## src/rtl/mem_stage.sv

```systemverilog
// MEM pipeline stage: register writeback, data-memory store handshake and sticky halt.
// Define MEM_TIMEOUT_EN to enable the store-ack watchdog and mem_err reporting.
module mem_stage #(
    parameter int DATA_W  = 8,
    parameter int ADDR_W  = 6,
    parameter int TIMEOUT = 16
) (
    input  logic              clk,
    input  logic              rst_n,
    input  logic              in_valid,
    input  logic              halted,
    input  logic              data_rw,
    input  logic [DATA_W-1:0] alu_output,
    input  logic [ADDR_W-1:0] write_addr,
    input  logic              mem_ack,
    output logic              freeze,
    output logic              mem_req,
    output logic [ADDR_W-1:0] mem_addr,
    output logic [DATA_W-1:0] mem_wdata,
    output logic              rf_we,
    output logic [ADDR_W-1:0] rf_waddr,
    output logic [DATA_W-1:0] rf_wdata,
    output logic              halted_out,
    output logic              mem_err
);

    typedef enum logic [1:0] {
        IDLE = 2'd0,
        WAIT = 2'd1,
        HALT = 2'd2
    } state_t;

    state_t state;

    // Stall and request are decoded from state alone so reset clears them immediately.
    assign freeze  = (state == WAIT) || (state == HALT);
    assign mem_req = (state == WAIT);

`ifdef MEM_TIMEOUT_EN
    localparam int CNT_W = (TIMEOUT > 2) ? $clog2(TIMEOUT) : 1;
    logic [CNT_W-1:0] watchdog;
`else
    assign mem_err = 1'b0;
`endif

    always_ff @(posedge clk or negedge rst_n) begin
        if (!rst_n) begin
            state      <= IDLE;
            mem_addr   <= '0;
            mem_wdata  <= '0;
            rf_we      <= 1'b0;
            rf_waddr   <= '0;
            rf_wdata   <= '0;
            halted_out <= 1'b0;
`ifdef MEM_TIMEOUT_EN
            mem_err    <= 1'b0;
            watchdog   <= '0;
`endif
        end else begin
            rf_we <= 1'b0;
            case (state)
                IDLE: begin
                    if (in_valid) begin
                        if (halted) begin
                            state      <= HALT;
                            halted_out <= 1'b1;
                        end else if (!data_rw) begin
                            rf_we    <= 1'b1;
                            rf_waddr <= write_addr;
                            rf_wdata <= alu_output;
                        end else begin
                            mem_addr  <= write_addr;
                            mem_wdata <= alu_output;
                            state     <= WAIT;
`ifdef MEM_TIMEOUT_EN
                            watchdog  <= '0;
`endif
                        end
                    end
                end
                WAIT: begin
                    if (mem_ack) begin
                        state <= IDLE;
`ifdef MEM_TIMEOUT_EN
                    // Ack on the expiry edge takes priority over the timeout.
                    end else if (watchdog == CNT_W'(TIMEOUT - 1)) begin
                        state   <= IDLE;
                        mem_err <= 1'b1;
                    end else begin
                        watchdog <= watchdog + 1'b1;
`endif
                    end
                end
                HALT:    state <= HALT;
                default: state <= IDLE;
            endcase
        end
    end

endmodule

```

## config.mk

```make
export PLATFORM = sky130hd
export DESIGN_NAME = mem_stage
export DESIGN_NICKNAME = d
export VERILOG_FILES = /design/src/rtl/mem_stage.sv
export SDC_FILE = /design/constraint.sdc
export NUM_CORES = 1
export LEC_CHECK = 0
export ABC_AREA = 0
export BUFFER_PORTS_ARGS = -buffer_cell sky130_fd_sc_hd__buf_2
export CAP_MARGIN = 10
export CORE_MARGIN = 5
export CORE_UTILIZATION = 50
export CTS_CLUSTER_DIAMETER = 60
export DETAILED_ROUTE_END_ITERATION = 8
export PLACE_DENSITY = 0.88
export SLEW_MARGIN = 10
export SYNTH_ARGS = -nofsm -noshare
export SYNTH_HDL_FRONTEND = slang
export SYNTH_SLANG_ARGS = --single-unit
```

## constraint.sdc

```tcl
create_clock -name clk -period 4.65 [get_ports clk]
set_input_delay 0.465 -clock clk [delete_from_list [all_inputs] [get_ports clk]]
set_output_delay 0.465 -clock clk [all_outputs]
set_load 0.03 [all_outputs]
```

==> results.py <==
metrics = {
    "status": {
        "outcome": "finished clean",
    },
    "die": {
        "dieArea_mm2": 0.00378,
        "pin_count": 53,
        "core_area_mm2": 0.00250,
        "fp.dieH_um": 61.5,
        "start_util_pct": 53.0,
        "num_rows": 18,
        "die_w_um": 61.5,
    },
    "finish": {
        "diodes": 0,
        "seq_area_um2": 801,
        "nNetsFinal": 165,
        "fill_cells": 184,
        "drive_gt1_share_pct": 55.6,
        "synthToLayoutAreaGrowth_pct": 26.7,
        "final_util_pct": 67.1,
        "multiInputGateArea_um2": 499,
    },
    "worst_setup_path": {
        "critical_path_class": "reg -> reg",
        "critical_path.startpoint_type": "register",
        "crit_fanout": 14,
        "critPathRequiredTime_ns": 4.87,
        "crit_path_end_kind": "register",
        "cp.arrival_ns": 2.33,
    },
    "sta": {
        "setup_viol": 0,
        "max_freq_ghz": 0.474,
        "worst_pin_slew_ns": 0.927,
        "relSlewSlack_pct": 38.1,
        "rsz0062_at_grt": "false",
        "final_max_slew_viol_count": 0,
        "period_share_pct": 45.3,
        "setup_slack_ns": 2.54,
        "min_period_ns": 2.11,
        "hold_viol_final": 0,
        "finalSetupTns_ns": 0,
        "hold_ws_ns": 0.168,
        "finClkSkew_ns": 0.00814,
    },
    "pwr": {
        "vdd_drop_max_v": 0.000496,
        "cellPowerDensity_mw_per_mm2": 788,
        "leakagePower_nw": 0.848,
    },
    "synth": {
        "synth_edf_count": 0,
        "seq_area_frac_synth_pct": 60.5,
        "synth_cell_types": 20,
        "yosysWarnings": 0,
        "netlist.area_leader.share_pct": 60.5,
        "syn_inst": 87,
        "syn_avg_cell_area_um2": 15.2,
        "async_flop_share_pct": 100,
        "ys_ff_latch": 32,
        "ys.flop_type": "dfrtp_1",
        "yosysTopAreaCell": "dfrtp_1",
        "syn-num-nets": 111,
        "synth_area_leaders": "dfrtp_1 (60%), mux2_2 (15%), mux2_1 (8.5%)",
        "synth.cell_area_mm2": 0.00132,
    },
    "min_path": {
        "hp-class": "in -> async",
    },
    "cts": {
        "cts_setup_buffers": 0,
        "root_buffer": "clkbuf_4",
        "cts_hold_buf": 0,
        "cts_tree": "yes",
        "path_clk_slew_ns": 0.10,
        "cts_sinks": 32,
        "cts_resized": 0,
        "worstSkewPairLatency_ns": 0.33,
        "clockBufferDepth": 2,
        "htreeDepth": 2,
        "cts_buffers": 5,
    },
    "global_routing": {
        "grt_pass1_vias": 955,
        "grt_usage_pct": 16.2,
        "grt_pass1_wl_mm": 4.35,
        "grt_antenna_before_repair": 0,
        "grt_max_degree": 33,
        "overflow": 0,
    },
    "detailed_routing": {
        "drtAntennaViolNets": 0,
        "wl_per_cell_um": 15.9,
        "drt_pre_antenna_iters": 4,
        "via_per_inst": 5.26,
        "via_count": 904,
        "drc": 0,
        "wl_mm": 2.73,
        "initialDrtViolationCount": 17,
    },
    "placed_design": {
        "dp_slack_ns": 2.53,
        "place_hpwl_mm": 2.09,
        "routabilityCongestion": 0.864,
        "io_buffers": 51,
    },
    "job": {
        "cap_viol_max_count": 0,
    },
}
==> metal layers <==
metal  vias to the layer above  GRT usage, %  share of wire, %
met5                         -             0                 0
met4                         0          9.70               2.0
met3                         8          3.98               9.6
met2                        39          28.4                51
met1                       443          17.6                38
li1                        414             -                 -
==> critical path: stages (launching register included) <==
cell,delay [ns]
dfrtp_1,0.43
inv_1,0.12
ha_1,0.18
nor4bb_4,0.84
mux2_2,0.42
==> cell usage in the layout (no fill, tap or decap), drive strengths merged <==
master / netlist / layout
buf: 4 / 51
dfrtp: 32 / 32
mux2: 28 / 28
clkbuf: 0 / 6
ha: 4 / 4
nand2b: 3 / 3
a31oi: 3 / 3
inv: 2 / 2
nor2: 2 / 2
nor3b: 1 / 1
nand4b: 1 / 1
nor4bb: 1 / 1
a31o: 1 / 1
a21oi: 1 / 1
nand4: 1 / 1
nor4b: 1 / 1
and3b: 1 / 1
conb: 1 / 1
bufinv: 0 / 1
clkinv: 0 / 1
==> final timing paths <==
| path | startpoint | endpoint | slack, ns | cells past startpoint |
|---|---|---|---|---|
| hold reg to reg | halted_out | halted_out | 0.47 | 1 |
| setup / recovery | state[1] | rf_wdata[1] | 2.54 | 4 |
| min in group clk | write_addr[1] | rf_waddr[1] | 0.36 | 2 |
| max in group asynchronous | rst_n | rf_waddr[0] | 4.05 | 1 |
| setup reg to reg | state[1] | rf_wdata[1] | 2.54 | 4 |
| hold / removal | rst_n | rf_waddr[3] | 0.17 | 1 |
==> power breakdown <==
group          internal, mW  leakage [nW]  switching [mW]  total [mW]
clock network         0.113        0.0422          0.0918       0.204
registers             0.408         0.386          0.0671       0.476
logic                 0.219         0.419           0.422       0.641
==> kinds of logic after synthesis <==
family	after synthesis	synth area share [%]
DFF	32	60.5
buffers and inverters	6	2.93
and+or+nand+nor	11	6.24
muxes	28	23.8
adders and majority gates	4	3.78
other	1	0.283
AOI/OAI and AO/OA	5	2.46
==> flip-flops by register name (all words and copies together) (netlist names) <==
| name | count |
|---|---|
| state | 2 |
| rf_we | 1 |
| halted_out | 1 |
| rf_waddr | 6 |
| mem_wdata | 8 |
| rf_wdata | 8 |
| mem_addr | 6 |
==> per-stage QoR <==
step	instance area, um2	std cells	total power [mW]
2_1_floorplan	1320	87	0.927
3_3_place_gp	1600	164	1.10
3_5_place_dp	1600	164	1.13
4_1_cts	1680	172	1.34
5_1_grt	1680	172	1.40
6_report	1680	172	1.32
==> layout make-up <==
| class | instances | share of cell area [%] |
|---|---|---|
| clock buffers | 6 | 2.46 |
| multi-input cells | 49 | 29.8 |
| clock inverters | 2 | 2.09 |
| inverters | 2 | 0.448 |
| well taps | 30 | 2.24 |
| repair buffers | 51 | 15.2 |
| flip-flops and latches | 32 | 47.8 |
==> cell usage after synthesis (all sizes together) (2+ instances only) <==
cell type	n
a31oi	3
buf	4
dfrtp	32
ha	4
inv	2
mux2	28
nand2b	3
nor2	2
Note: power is estimated with default switching activity, not from simulation.
